<file path="src/rtl/debounce_switch.sv">
// Switch debouncer: synchronises a raw switch level and accepts a new level only after
// it has been stable for DEBOUNCE_LIMIT clocks. Registered one-cycle rise/fall pulses.
module debounce_switch #(
    parameter int DEBOUNCE_LIMIT = 250000,
    parameter int SYNC_STAGES    = 2
) (
    input  logic i_Clk,
    input  logic i_reset_n,
    input  logic i_Switch,
    output logic o_Switch,
    output logic o_Rise,
    output logic o_Fall
);

    localparam int CNT_W = $clog2(DEBOUNCE_LIMIT) + 1;
    localparam logic [CNT_W-1:0] CNT_LAST = CNT_W'(DEBOUNCE_LIMIT - 1);

    logic [SYNC_STAGES-1:0] sync_q, sync_d;
    logic                   s_sync;
    logic [CNT_W-1:0]       cnt_q, cnt_d;
    logic                   switch_q, switch_d;
    logic                   rise_q, rise_d;
    logic                   fall_q, fall_d;

    assign sync_d = {sync_q[SYNC_STAGES-2:0], i_Switch};
    assign s_sync = sync_q[SYNC_STAGES-1];

    // The count only runs while the synchronised level disagrees with the accepted one,
    // so any sample that agrees again throws the partial count away.
    always_comb begin
        // NOTE: every output of this block gets a default first, so no path leaves a latch.
        cnt_d    = '0;
        switch_d = switch_q;
        rise_d   = 1'b0;
        fall_d   = 1'b0;
        if (s_sync != switch_q) begin
            if (cnt_q == CNT_LAST) begin
                switch_d = s_sync;
                rise_d   = s_sync;
                fall_d   = ~s_sync;
            end else begin
                cnt_d = cnt_q + CNT_W'(1);
            end
        end
    end

    always_ff @(posedge i_Clk or negedge i_reset_n) begin
        // NOTE: state flops use non-blocking assignments so every flop samples pre-edge values.
        if (!i_reset_n) begin
            sync_q   <= '0;
            cnt_q    <= '0;
            switch_q <= 1'b0;
            rise_q   <= 1'b0;
            fall_q   <= 1'b0;
        end else begin
            sync_q   <= sync_d;
            cnt_q    <= cnt_d;
            switch_q <= switch_d;
            rise_q   <= rise_d;
            fall_q   <= fall_d;
        end
    end

    assign o_Switch = switch_q;
    assign o_Rise   = rise_q;
    assign o_Fall   = fall_q;

endmodule

</file>
<file path="config.mk">
export PLATFORM = sky130hd
export DESIGN_NAME = debounce_switch
export DESIGN_NICKNAME = d
export VERILOG_FILES = /design/src/rtl/debounce_switch.sv
export SDC_FILE = /design/constraint.sdc
export NUM_CORES = 1
export LEC_CHECK = 0
export BUFFER_PORTS_ARGS = -buffer_cell sky130_fd_sc_hd__buf_4
export CELL_PAD_IN_SITES_DETAIL_PLACEMENT = 0
export CELL_PAD_IN_SITES_GLOBAL_PLACEMENT = 1
export CORE_MARGIN = 1
export CORE_UTILIZATION = 30
export CTS_CLUSTER_DIAMETER = 200
export CTS_CLUSTER_SIZE = 14
export DETAILED_ROUTE_END_ITERATION = 8
export PLACE_DENSITY_LB_ADDON = 0.1
export SETUP_SLACK_MARGIN = 0.1
export SYNTH_ARGS = -nofsm -noshare
export SYNTH_HDL_FRONTEND = slang
export SYNTH_SLANG_ARGS = --single-unit
export TNS_END_PERCENT = 10
</file>
<file path="constraint.sdc">
create_clock -name i_Clk -period 2.2 [get_ports i_Clk]
set_input_delay 0.11 -clock i_Clk [delete_from_list [all_inputs] [get_ports i_Clk]]
set_output_delay 0.11 -clock i_Clk [all_outputs]
set_load 0.01 [all_outputs]
</file>
==> metrics.yaml <==
synth_top_family_by_area: "simple AND/OR/NAND/NOR gates"
cts_root_buf: "clkbuf_8"
layout-drive-gt1-share_pct: 11.90
endpoint_kind: "flip-flop"
io_buffers: 5
syn_area_um2: 1167
design.portCount: 6
first_pass_iters: 5
synthTopCellsByArea: "dfrtp_1, xnor2_1, nor2_1, nand4_1, nor4_1"
start_util_pct: 31.65
grt_overflow_total: 0
start_kind: "flip-flop"
power.leakage_nw: 0.5254
cts_max_level: 1
gp_congestion: 0.7622
clk_latency_ns: 0.27
synth_top_area_share_pct: 51.45
vias_per_cell: 5.075
synth-seq-cells: 24
cts_tree: "done"
grt_pass1_vias: 884
num_antenna_cells: 0
p_per_area_nw_per_um2: 646.5
timing.final.ws_setup_ns: 0.3463
nNetsFinal: 131
fmax_mhz: 539.5
synth_nets: 121
worstPathArrival_ns: 2.02
ant_nets: 0
skew_ns: 0.004949
slew_headroom_pct: 70.62
required_ns: 2.37
antenna_found_initial: 0
synthAdderAreaFrac_pct: 1.072
crit-reg2reg-capture: "cnt_q[1]$_DFF_PN0_"
die_area_um2: 4145
crit_type: "reg -> reg"
synth_simple_gate_area_share_pct: 29.15
drt-total-wl_mm: 2.442
muxShareOfSynthArea_pct: 1.822
r2r-start: "cnt_q[0]$_DFF_PN0_"
status: "finished, final reports clean"
drc: 0
ys.warnings.count: 0
slew_violations: 0
dpl_worst_slack_ns: 0.3830
synthXorXnorAreaFrac_pct: 9.753
grt_pass1_wl_mm: 4.422
drt-initial-drc-count: 41
finalPower_mw: 0.8761
path_max_fanout: 5
yosysTopAreaCell: "dfrtp_1"
rrSetupSlack_ns: 0.35
ys_types: 31
syn_area_per_cell_um2: 9.978
syn_inst: 117
clk_pin_slew_ns: 0.09
r2r_cells: 5
vias: 883
synth_compound_gate_area_share_pct: 4.394
syn2layout_area_growth_pct: 16.08
cap_viol_max_count: 0
fp.dieH_um: 64.38
dpl_cell_area_um2: 1264
worst_slew_pin_slew_ns: 0.4367
die_w_um: 64.38
wl_per_cell_um: 14.03
cts.sinks: 24
rsz0062_at_grt: "no"
final_cell_mix: "dfrtp_1, nor2_1, xnor2_1"
clk_path_buf_depth: 2
postCtsSetupBuffers: 0
hpwl_mm: 1.757
hold_class: "in -> async"
grt.total_usage_pct: 14.20
hold_viol: 0
grt_max_degree: 25
seq_area_frac_synth_pct: 51.45
cts_made_buffers: 3
tns_ns: 0
ir_drop_v: 0.0002210
fin_crit_sh_pct: 84.26
row_count: 22
period_needed_ns: 1.854
core_region_area_um2: 3689
fin_area_um2: 1355
final_common_cell: "dfrtp_1"
setup_violations: 0
critical path, cell delays in order (launching register included):
cell and delay (ns):
dfrtp_1 0.43, ha_1 0.24, and3_1 0.28, nand4_1 0.10, or4_1 0.48, and3_1 0.22
per-stage QoR:
step	instances	util [%]	hold slack [ns]
after floorplan	117	-	-0.1856
after CTS	174	36.74	0.2756
after detailed placement	168	34.26	0.02692
after global routing	174	36.74	0.2932
after global placement	168	34.26	0.02593
final	174	36.74	0.2607
final cells by class:
| type | count | area [um2] |
|---|---|---|
| clock inverters | 1 | 30.03 |
| repair buffers | 10 | 80.08 |
| well taps | 48 | 60.06 |
| clock buffers | 3 | 41.29 |
| flip-flops and latches | 24 | 600.6 |
| multi-input cells | 87 | 539.3 |
| inverters | 1 | 3.754 |
| fillers | 383 | 2333 |
per-layer routing:
layer  vias up  share of wire (%)  track usage (%)
met5         -                  0                0
met4         0                1.6            7.500
met3         4                2.5            2.143
met2        12                 45            20.26
met1       430                 51            20.42
li1        437                  -                -
Yosys cell counts:
cell type / count
a21oi_1: 4
nor3_1: 4
clkbuf_1: 1
or4_1: 2
clkbuf_2: 1
nand3_1: 7
ha_1: 1
nand2_1: 7
o21ai_0: 2
o21ai_1: 1
xor2_1: 4
xnor2_1: 9
nor2_1: 16
o41ai_1: 1
buf_2: 3
or4_4: 1
inv_1: 1
dfrtp_1: 24
mux2i_1: 1
or4b_1: 1
nand3_2: 1
and4_1: 1
o31ai_1: 1
mux2_2: 1
nor3b_1: 2
nor4bb_1: 1
nor4_1: 6
and3_1: 2
nand4_1: 7
or3_1: 3
nand2b_1: 1
power breakdown:
group	switching (mW)	total [mW]	internal (mW)
combinational	0.0183	0.0304	0.0121
clock	0.148	0.391	0.244
sequential	0.00735	0.454	0.447
worst max-delay path by stage:
stage                                to                from  slack (ns)
finish               cnt_q[1]$_DFF_PN0_  cnt_q[0]$_DFF_PN0_        0.35
global route           o_Rise$_DFF_PN0_  cnt_q[0]$_DFF_PN0_        0.18
CTS                  cnt_q[1]$_DFF_PN0_  cnt_q[0]$_DFF_PN0_        0.34
detailed placement   cnt_q[1]$_DFF_PN0_  cnt_q[0]$_DFF_PN0_        0.38
global placement     cnt_q[1]$_DFF_PN0_  cnt_q[0]$_DFF_PN0_        0.37
floorplan           cnt_q[10]$_DFF_PN0_  cnt_q[0]$_DFF_PN0_        0.51
sequential cells by signal, summed over array words and instances (netlist names):
register and flops:
o_Switch 1, sync_q 2, cnt_q 19, o_Fall 1, o_Rise 1
timing repair:
item	CTS	global route
hold buffers	2	0
resized for setup	0	0
hold endpoints to repair	25	0
logic make-up (layout without fill, tap and decap cells):
group                      Yosys count  after routing
and+or+nand+nor                     62             62
DFF                                 24             24
xor gates and xnor gates            13             13
AOI/OAI and AO/OA                    9              9
buffers and inverters                6             15
muxes                                2              2
adders and majority gates            1              1
(Power assumes the default switching activity.)
